[config.mk]
export PLATFORM = sky130hd
export DESIGN_NAME = prog_down_timer
export DESIGN_NICKNAME = d
export VERILOG_FILES = /design/src/rtl/prog_down_timer.sv
export SDC_FILE = /design/constraint.sdc
export NUM_CORES = 1
export LEC_CHECK = 0
export CORE_MARGIN = 8
export CORE_UTILIZATION = 49
export DETAILED_ROUTE_END_ITERATION = 7
export PLACE_DENSITY = 0.78
export SLEW_MARGIN = 20
export SYNTH_ARGS = -nofsm -noshare
export SYNTH_HDL_FRONTEND = slang
export SYNTH_SLANG_ARGS = --single-unit
[constraint.sdc]
create_clock -name clk_i -period 2.4 [get_ports clk_i]
set_clock_uncertainty 0.05 [all_clocks]
set_input_delay 0.48 -clock clk_i [delete_from_list [all_inputs] [get_ports clk_i]]
set_output_delay 0.48 -clock clk_i [all_outputs]
set_load 0.005 [all_outputs]
[src/rtl/prog_down_timer.sv]
// Loadable N-bit down timer with start/expire control.
// A programmed count M is captured by load_i. start_i then runs a countdown.
// done_tick_o pulses once, M enabled clocks after start. M = 0 behaves as M = 1.
// Optional feature: define PROG_DOWN_TIMER_AUTO_RELOAD_EN for periodic mode.
// In that mode, expiry reloads the count and keeps running instead of parking in DONE.
module prog_down_timer #(
    parameter int N = 8
) (
    input  logic         clk_i,
    input  logic         rst_ni,
    input  logic         load_i,
    input  logic [N-1:0] d_i,
    input  logic         start_i,
    input  logic         en_i,
    output logic [N-1:0] q_o,
    output logic         busy_o,
    output logic         done_tick_o
);

    typedef enum logic [1:0] {
        IDLE = 2'd0,
        RUN  = 2'd1,
        DONE = 2'd2
    } state_e;

    localparam logic [N-1:0] ONE = N'(1);

    state_e       state_q, state_d;
    logic [N-1:0] r_q, r_d;
    logic [N-1:0] reload_q, reload_d;
    logic         tick_q, tick_d;

    // State, count, reload value and tick registers; reset aborts any countdown at once
    always_ff @(posedge clk_i or negedge rst_ni) begin
        if (!rst_ni) begin
            state_q  <= IDLE;
            r_q      <= '0;
            reload_q <= '0;
            tick_q   <= 1'b0;
        end else begin
            state_q  <= state_d;
            r_q      <= r_d;
            reload_q <= reload_d;
            tick_q   <= tick_d;
        end
    end

    // Next-state logic: load beats start, start beats the count enable
    always_comb begin
        state_d  = state_q;
        r_d      = r_q;
        reload_d = reload_q;
        tick_d   = 1'b0;

        if (load_i) begin
            // A load always returns to IDLE, and it swallows a start in the same cycle.
            reload_d = d_i;
            r_d      = d_i;
            state_d  = IDLE;
        end else begin
            unique case (state_q)
                IDLE, DONE: begin
                    // The start cycle itself needs no enable. The count begins on the next enabled edge.
                    if (start_i) begin
                        r_d     = reload_q;
                        state_d = RUN;
                    end
                end
                RUN: begin
                    // start_i is deliberately ignored here: there is no mid-count restart.
                    if (en_i) begin
                        // Treating 0 like 1 makes M = 0 expire after one edge.
                        // It also keeps the counter from wrapping below zero.
                        if (r_q <= ONE) begin
                            tick_d = 1'b1;
`ifdef PROG_DOWN_TIMER_AUTO_RELOAD_EN
                            r_d     = reload_q;
                            state_d = RUN;
`else
                            r_d     = '0;
                            state_d = DONE;
`endif
                        end else begin
                            r_d = r_q - ONE;
                        end
                    end
                end
                default: begin
                    state_d = IDLE;
                end
            endcase
        end
    end

    // Outputs are straight register taps
    always_comb begin
        q_o         = r_q;
        busy_o      = (state_q == RUN);
        done_tick_o = tick_q;
    end

endmodule

---- Word-level counts from Yosys, hierarchy flattened ----
Cells that the tools add are included.
W data, S select, Z words.
storage, ports and cells
  bits of input ports ..................... 13
  bits in registers ....................... 19
  logic and storage cells ................. 30
operators by class
  eq/ne operators ......................... 5
  magnitude comparators ................... 1
  muxes and demuxes ....................... 14
  $add $sub $neg .......................... 1
  reduce and logical (&&, ||, !) cells .... 5
operators with widths
  cell                   number
  $mux W8                4
  $pmux W8 S2            1
  $le A8 B1 Y1 const B   1
  $mux W2                4
  $sub A8 B1 Y8 const B  1
  $ne A3 B3 Y1 const B   2
  $reduce_and A3 Y1      2
  $mux W1                4
  $pmux W2 S2            1
  $ne A3 B2 Y1 const B   1
  $reduce_bool A3 Y1     1
  $eq A2 B1 Y1 const B   1
  $eq A2 B2 Y1 const B   1
  $logic_not A2 Y1       1
  $reduce_or A2 Y1       1

---- Longest topological paths before layout ----
Gate-level depths: netlist of run 1.
  word-level depth ........................ 5
  mapped depth ............................ 6
  gate-level depth less buffers ........... 6

---- Worst setup path before layout of run 1 ----
Ideal clock, no wire load.
  path kind ............................... reg-to-reg
  from .................................... register r_q[0], in the netlist q_o[0]
  to ...................................... register r_q[3], in the netlist q_o[3]
  arrival ................................. 1.606 ns
  setup slack ............................. 0.678 ns
  stages on the path, launching flop included .. 7
  library setup time ...................... 0.066 ns
  cell sequence ........................... dfrtp_1 inv_1 ha_1 or2_2 a31o_4 nor4_2 a221o_1
between the ends
  longest elaborated chain between the ends .. 5
ends and longest elaborated chain
  what                                                  line    source
  from (decl)                                           29      logic [N-1:0] r_q, r_d;
  from (signal assigned)                                42      r_q <= r_d;
  $sub A8 B1 Y8 / $le A8 B1 Y1 (equally long branches)  84, 74
  $mux W8 (*)                                           74      if (r_q <= ONE) begin
  $mux W8 (*)                                           71      if (en_i) begin
  $pmux W8 S2 (*)                                       61      unique case (state_q)
  $mux W8 (*)                                           55      if (load_i) begin
Mark *: on every way between the ends. The rest lies on a longest branch, timed or not. The select of a mux whose other input is x is not followed.
A chain may end at the register's enable or synchronous reset.

---- Worst setup path in the final report of run 1 ----
  from .................................... register state_q[0]
  to ...................................... output busy_o
between the ends
  longest elaborated chain between the ends .. 1
ends and longest elaborated chain
  what                    line  source
  from (decl)             28    state_e state_q, state_d;
  from (signal assigned)  41    state_q <= state_d;
  $eq A2 B1 Y1            98    busy_o = (state_q == RUN);
  to (decl)               16    output logic busy_o,
No other way between the ends.

==> impl_metrics.yaml, run 1 <==
sta:
  maxSlewHeadroom: 0.705
  worst_pin_slew_ns: 0.440
  setup_slack_ns: 0.421
  max_freq_mhz: 505
  rsz0062_at_grt: "no"
  min_period_ns: 1.98
  fin_crit_sh: 0.825
  slew_viol_final: 0
  finalSetupViolCount: 0
  whs_ns: 0.444
  hold_violations: 0
  fin_tns_setup_ns: 0
pwr:
  p_leak_uw: 0.000565
  seqPwrFrac: 0.449
  p_int_uw: 651
  powerDensity_mw_per_mm2: 750
  power_switching_share: 0.356
  finalPower_uw: 1010
  p_switching_uw: 360
  clkPwrFrac: 0.159
  combPwrFrac: 0.392
  irDropWorstVdd_uv: 387
worst_setup_path:
  reg2reg_slack_ns: 0.53
  crit_arrival_ns: 1.45
  crit_path_max_fanout: 5
  critical_path_class: "reg -> out"
  critPathLaunchType: "flip-flop"
  cp.required_ns: 1.87
  cp-end-kind: "output port"
die:
  rows: 17
  core_region_area_mm2: 0.00213
  start_util: 0.498
  fp.dieArea_mm2: 0.00390
  die_w_um: 62.5
  io_pins: 23
  die_h_um: 62.5
clock_network:
  postCtsHoldBufs: 0
  post_cts_buffers: 0
  clk_pin_slew_ns: 0.11
  numCtsBuffers: 3
  cts_resized: 0
  clkSinkCount: 19
  cts_buffer_depth: 2
  cts-root-buf: "clkbuf_4"
  ctsHtreeMaxLevel: 1
  cts_tree: "done"
  insertion_delay_ns: 0.29
synthesis:
  mappedNetlistNets: 119
  synth-seq-cells: 19
  yosysTopAreaCell: "dfrtp_1"
  ys_async_sr_fraction: 1.00
  netlist_top_cells_count: "dfrtp_1 (19), nor2_1 (9), nand2_1 (7)"
  ys_seq_area_frac: 0.449
  netlist_area_mm2: 0.00106
  synth.area.top_cells: "dfrtp_1 (45%), mux2_2 (5.3%), nor2_1 (3.2%), a221o_1 (2.8%), nand2_1 (2.5%)"
  synth_top_area_share: 0.449
  yosysMostFrequentCell: "dfrtp_1"
  synth_cells: 104
  synth_area_per_cell_um2: 10.2
  ys_types: 38
  synth_edf_count: 0
  yosys_warnings: 0
  ys.flop_type: "dfrtp_1"
placement:
  place.gp.congestion: 0.923
  hpwl_um: 1790
  port_buffers: 22
  pre_cts_ws_ns: 0.247
route:
  dr.pass1.iters: 4
  drt-initial-drc-count: 33
  wl_per_cell_um: 15.1
  via_count: 905
  totalWireLength_um: 2370
  ant_nets: 0
  vias_per_cell: 5.76
  drc_errors: 0
grt:
  grt_max_degree: 23
  grt_pass1_vias: 922
  grt_antenna_before_repair: 0
  overflow: 0
  grt_pass1_wl_um: 4220
  grt_usage: 0.130
final_layout:
  drive_above_1_share: 0.147
  num_antenna_cells: 0
  area_growth_pct: 27.3
  nNetsFinal: 145
  utilization: 0.634
worst_hold_path:
  hp-class: "reg -> reg"
job:
  drv_cap: 0
outcome:
  status: "finished clean"
## metrics by stage
step	std cells	area (um2)
6_report	157	1350
5_1_grt	157	1350
4_1_cts	157	1350
3_5_place_dp	153	1320
3_3_place_gp	153	1320
2_1_floorplan	104	1060
## layout make-up
type	count	area, um2
clock buffers	3	22.5
inverters	4	15.0
well taps	28	35.0
fillers	187	779
clock inverters	1	5.00
flip-flops and latches	19	475
multi-input cells	76	544
repair buffers	26	250
## state kept, by name (all words and copies together) (netlist names)
| register | cells |
|---|---|
| reload_q | 8 |
| q_o | 8 |
| state_q | 2 |
| done_tick_o | 1 |
## power by group through the flow
stage | Combinational, uW | Sequential, uW | Clock [uW]
2_1_floorplan | 225 | 449 | 0
3_3_place_gp | 393 | 458 | 0
3_5_place_dp | 397 | 460 | 0
4_1_cts | 399 | 454 | 170
5_1_grt | 439 | 464 | 179
6_report | 396 | 454 | 161
## layer usage
metal	share of wire	global-route usage	vias up
met5	0	0	-
met4	0.016	0.0769	0
met3	0.048	0.0287	4
met2	0.48	0.199	28
met1	0.46	0.163	432
li1	-	-	441
## layout by cell type, fill, tap and decap left out, drive strengths merged, types with 3 or more instances in the layout
master and instances:
clkdlybuf4s50 22, dfrtp 19, o21ai 10, nor2 9, nand2 7, mux2 5
inv 4, nand2b 4, nor3 4, buf 4, a31oi 4, a221o 3
clkbuf 3
## critical path, stage by stage, from the launching register on
cell and delay, ns:
dfrtp_1 0.43, nor2b_1 0.20, clkdlybuf4s50_1 0.53
## kinds of logic (layout without fill, tap and decap cells)
family / after synthesis / in the layout / share of synthesized area
DFF: 19 / 19 / 0.449
AOI/OAI and AO/OA: 33 / 33 / 0.239
muxes: 5 / 5 / 0.0532
buffers and inverters: 9 / 34 / 0.0366
and+or+nand+nor: 36 / 36 / 0.199
adders and majority gates: 2 / 2 / 0.0236
## final timing paths
kind / start / end / cells past startpoint
max in group asynchronous: rst_ni / reload_q[1] / 2
setup / recovery: state_q[0] / busy_o / 2
hold / removal: reload_q[5] / reload_q[5] / 2
setup reg to reg: q_o[0] / q_o[4] / 6
min in group asynchronous: rst_ni / q_o[2] / 2
hold reg to reg: reload_q[5] / reload_q[5] / 2
Note: power is estimated with default switching activity, not from simulation.
==> inputs of run 2 (changes only) <==
clock period = 1.95 ns   (was 2.4 ns; I/O delays follow)
==> run 2 against run 1 <==
  * Count of clock-buffer cells in the layout unchanged
  * Utilization is 2.6 points higher
  * Final cell count increased by 3.2%
  * Flip-flop and latch count unchanged
  * Hold slack lost 0.084 ns
  * Die area unchanged
  * Via count grew 2.9%
  * Clock power up 26%
  * Sequential power is 22% higher
  * Non-clock buffer count grew 5
  * Largest power group is now combinational logic
==> impl_metrics.yaml, run 2 (same netlist as run 1, synthesis figures left out) <==
outcome:
  status: "finished clean"
sta:
  fin_crit_sh: 0.966
  slew_viol_final: 0
  worst_pin_slew_ns: 0.448
  max_freq_mhz: 531
  maxSlewHeadroom: 0.699
  finalSetupViolCount: 0
  min_period_ns: 1.88
  hold_violations: 0
clock_network:
  cts_tree: "done"
  insertion_delay_ns: 0.30
  numCtsBuffers: 3
  clk_pin_slew_ns: 0.11
  cts-root-buf: "clkbuf_4"
  postCtsHoldBufs: 0
  clkSinkCount: 19
  ctsHtreeMaxLevel: 1
  cts_buffer_depth: 2
die:
  core_region_area_mm2: 0.00213
  rows: 17
  fp.dieArea_mm2: 0.00390
  die_w_um: 62.5
  io_pins: 23
  die_h_um: 62.5
  start_util: 0.498
pwr:
  p_switching_uw: 478
  seqPwrFrac: 0.421
  power_switching_share: 0.364
  combPwrFrac: 0.424
  powerDensity_mw_per_mm2: 936
  finalPower_uw: 1310
  p_int_uw: 835
  p_leak_uw: 0.000593
  clkPwrFrac: 0.155
  irDropWorstVdd_uv: 543
worst_setup_path:
  critPathLaunchType: "flip-flop"
  cp-end-kind: "output port"
  crit_path_max_fanout: 5
  cp.required_ns: 1.51
  crit_arrival_ns: 1.44
  critical_path_class: "reg -> out"
final_layout:
  multi_input_area_um2: 561
  num_antenna_cells: 0
  final_common_cell: "clkdlybuf4s50_1"
  finalNonFillerCells: 162
  area_growth_pct: 32.5
  nNetsFinal: 150
  final_area_mm2: 0.00140
  nFillCells: 172
  ff_latch_area_um2: 477
  final_cell_mix: "clkdlybuf4s50_1 (22), dfrtp_1 (18), nor2_1 (9), buf_4 (9), nand2_1 (7)"
  drive_above_1_share: 0.194
placement:
  place.gp.congestion: 0.909
  place_area_mm2: 0.00135
  hpwl_um: 1990
  dp.cells: 157
  port_buffers: 22
worst_hold_path:
  hp-class: "in -> async"
grt:
  grt_antenna_before_repair: 0
  grt_pass1_vias: 978
  overflow: 0
  grt_usage: 0.139
  grt_pass1_wl_um: 4510
  grt_max_degree: 23
route:
  wl_per_cell_um: 16.5
  totalWireLength_um: 2670
  drc_errors: 0
  drt-initial-drc-count: 18
  vias_per_cell: 5.75
  via_count: 931
  ant_nets: 0
  dr.pass1.iters: 4
job:
  drv_cap: 0
## run 2: cell types whose count changed in the layout (fill, tap and decap cells not counted), sizes merged
cell / change
buf: +5
## run 2: stage by stage
| step | setup TNS [ns] | util | hold WS [ns] | worst slack (ns) |
|---|---|---|---|---|
| floorplan | 0 | - | 0.0444 | 0.228 |
| global route | -0.0120 | 0.659 | 0.373 | -0.0120 |
| finish | 0 | 0.659 | 0.359 | 0.0657 |
| global placement | 0 | 0.635 | 0.408 | 0.00277 |
| detailed placement | -0.311 | 0.635 | 0.427 | -0.0710 |
| CTS | 0 | 0.649 | 0.362 | 0.0218 |
## run 2: final timing paths
| kind | slack (ns) | startpoint | endpoint | cells past startpoint |
|---|---|---|---|---|
| min in group clk_i | 0.44 | reload_q[6] | reload_q[6] | 2 |
| setup / recovery | 0.07 | state_q[0] | busy_o | 2 |
| hold / removal | 0.36 | rst_ni | done_tick_o | 2 |
| setup reg to reg | 0.09 | q_o[1] | q_o[3] | 6 |
| hold reg to reg | 0.44 | reload_q[6] | reload_q[6] | 2 |
| max in group asynchronous | 1.28 | rst_ni | q_o[0] | 2 |
## run 2: power groups by stage
stage	Clock [uW]	Sequential (uW)	Combinational (uW)
finish	203	553	557
global route	231	564	611
CTS	211	550	531
detailed placement	0	558	527
global placement	0	551	512
floorplan	0	552	277
## run 2: cell type report
type,instances,area share
multi-input cells,76,0.400
flip-flops and latches,19,0.340
repair buffers,31,0.205
well taps,28,0.0250
clock buffers,3,0.0161
inverters,4,0.0107
clock inverters,1,0.00357
## run 2: per-layer routing
metal,vias to the layer above,routed length [um],part of all wire,track usage
met5,-,0,0,0
met4,0,17,0.0064,0.0598
met3,2,115,0.043,0.0305
met2,22,1370,0.51,0.241
met1,458,1170,0.44,0.159
li1,449,-,-,-
## run 2: what timing repair did
action | CTS | global route
buffers inserted | 0 | 1
gates resized for setup | 1 | 3
endpoints found under the setup margin | 1 | 6
pin swaps | 0 | 1
## run 2: worst max-delay path, stage by stage, from the launching register on
cell and delay [ns]:
dfrtp_1 0.43, nor2b_4 0.20, clkdlybuf4s50_1 0.52
==> inputs of run 3 (changes only) <==
RECOVER_POWER = 100   (was default)
==> run 3 against run 2 <==
  * Total power down 1.4%
  * Sequential power barely moved
  * Sequential share of layout area up 0.15 points
  * Register-to-register slack hardly changed
  * Flip-flop and latch count unchanged
  * Utilization fell by 0.29 points
  * Critical path depth stayed put
  * Critical path type unchanged
==> impl_metrics.yaml, run 3 (same netlist as run 1, synthesis figures left out) <==
sta:
  slew_viol_final: 0
  min_period_ns: 1.87
  fin_crit_sh: 0.960
  max_freq_mhz: 534
  hold_violations: 0
  finalSetupViolCount: 0
  maxSlewHeadroom: 0.321
  fin_tns_setup_ns: 0
  worst_pin_slew_ns: 1.02
clock_network:
  clk_pin_slew_ns: 0.11
  clkSinkCount: 19
  numCtsBuffers: 3
  cts_buffer_depth: 2
  cts-root-buf: "clkbuf_4"
  ctsHtreeMaxLevel: 1
  insertion_delay_ns: 0.30
  cts_tree: "done"
worst_setup_path:
  cp-end-kind: "output port"
  crit_path_max_fanout: 5
  cp.required_ns: 1.51
  crit_arrival_ns: 1.43
  critical_path_class: "reg -> out"
  critPathLaunchType: "flip-flop"
outcome:
  status: "finished clean"
route:
  vias_per_cell: 5.77
  wl_per_cell_um: 16.3
  ant_nets: 0
  drc_errors: 0
  dr.pass1.iters: 4
  drt-initial-drc-count: 16
  totalWireLength_um: 2640
  via_count: 935
job:
  drv_cap: 0
grt:
  grt_pass1_vias: 978
  grt_usage: 0.139
  grt_pass1_wl_um: 4510
  overflow: 0
  grt_antenna_before_repair: 0
  grt_max_degree: 23
final_layout:
  nNetsFinal: 150
  drive_above_1_share: 0.187
  area_growth_pct: 31.9
  final_common_cell: "dfrtp_1"
  final_cell_mix: "dfrtp_1 (18), clkdlybuf4s50_1 (14), nor2_1 (9)"
  utilization: 0.656
  num_antenna_cells: 0
die:
  die_w_um: 62.5
  die_h_um: 62.5
  fp.dieArea_mm2: 0.00390
  start_util: 0.498
  rows: 17
  core_region_area_mm2: 0.00213
  io_pins: 23
pwr:
  finalPower_uw: 1290
  powerDensity_mw_per_mm2: 927
  p_leak_uw: 0.000598
  irDropWorstVdd_uv: 543
worst_hold_path:
  hp-class: "reg -> reg"
placement:
  port_buffers: 22
  hpwl_um: 1990
  place.gp.congestion: 0.909
-- run 3: worst max-delay path: stages (launching register included) --
cell and delay, ns:
dfrtp_1 0.42, nor2b_4 0.20, clkdlybuf4s50_1 0.52
-- run 3: metrics by stage --
stage | std cells | worst slack, ns | cell area (um2) | hold WS [ns]
6_report | 162 | 0.0784 | 1400 | 0.445
5_1_grt | 162 | -0.0120 | 1400 | 0.489
4_1_cts | 161 | 0.0218 | 1380 | 0.362
3_5_place_dp | 157 | -0.0710 | 1350 | 0.427
3_3_place_gp | 157 | 0.00277 | 1350 | 0.408
2_1_floorplan | 104 | 0.228 | 1060 | 0.0444
-- run 3: repair_timing --
item,CTS,global route
endpoints found under the setup margin,1,6
hold buffers,0,0
buffers inserted,0,1
resized for setup,1,3
pin swaps,0,1
-- run 3: report_power, final --
| group | switching (uW) | internal, uW | leakage [uW] |
|---|---|---|---|
| sequential | 86.0 | 465 | 0.000231 |
| clock | 127 | 76.3 | 0.0000177 |
| combinational | 263 | 277 | 0.000349 |
| total | 476 | 819 | 0.000598 |
-- run 3: cell type report --
type / instances / area [um2]
fillers: 175 / 731
multi-input cells: 76 / 561
flip-flops and latches: 19 / 477
repair buffers: 31 / 282
well taps: 28 / 35.0
clock buffers: 3 / 22.5
inverters: 4 / 15.0
clock inverters: 1 / 5.00
-- run 3: final timing paths --
check                                  from     endpoint  slack (ns)  depth (start not counted)
worst max register to register       q_o[1]       q_o[3]        0.09                          6
worst min register to register  reload_q[6]  reload_q[6]        0.44                          2
worst max-delay path             state_q[0]       busy_o        0.08                          2
max in group asynchronous            rst_ni       q_o[0]        0.46                          2
worst min-delay path            reload_q[6]  reload_q[6]        0.44                          2
min in group asynchronous            rst_ni  done_tick_o        0.72                          2
-- run 3: metal layers --
metal,vias to the layer above,share of wire,global-route usage
met4,0,0.0064,0.0598
met5,-,0,0
met3,2,0.047,0.0305
met1,460,0.43,0.159
met2,23,0.52,0.241
li1,450,-,-
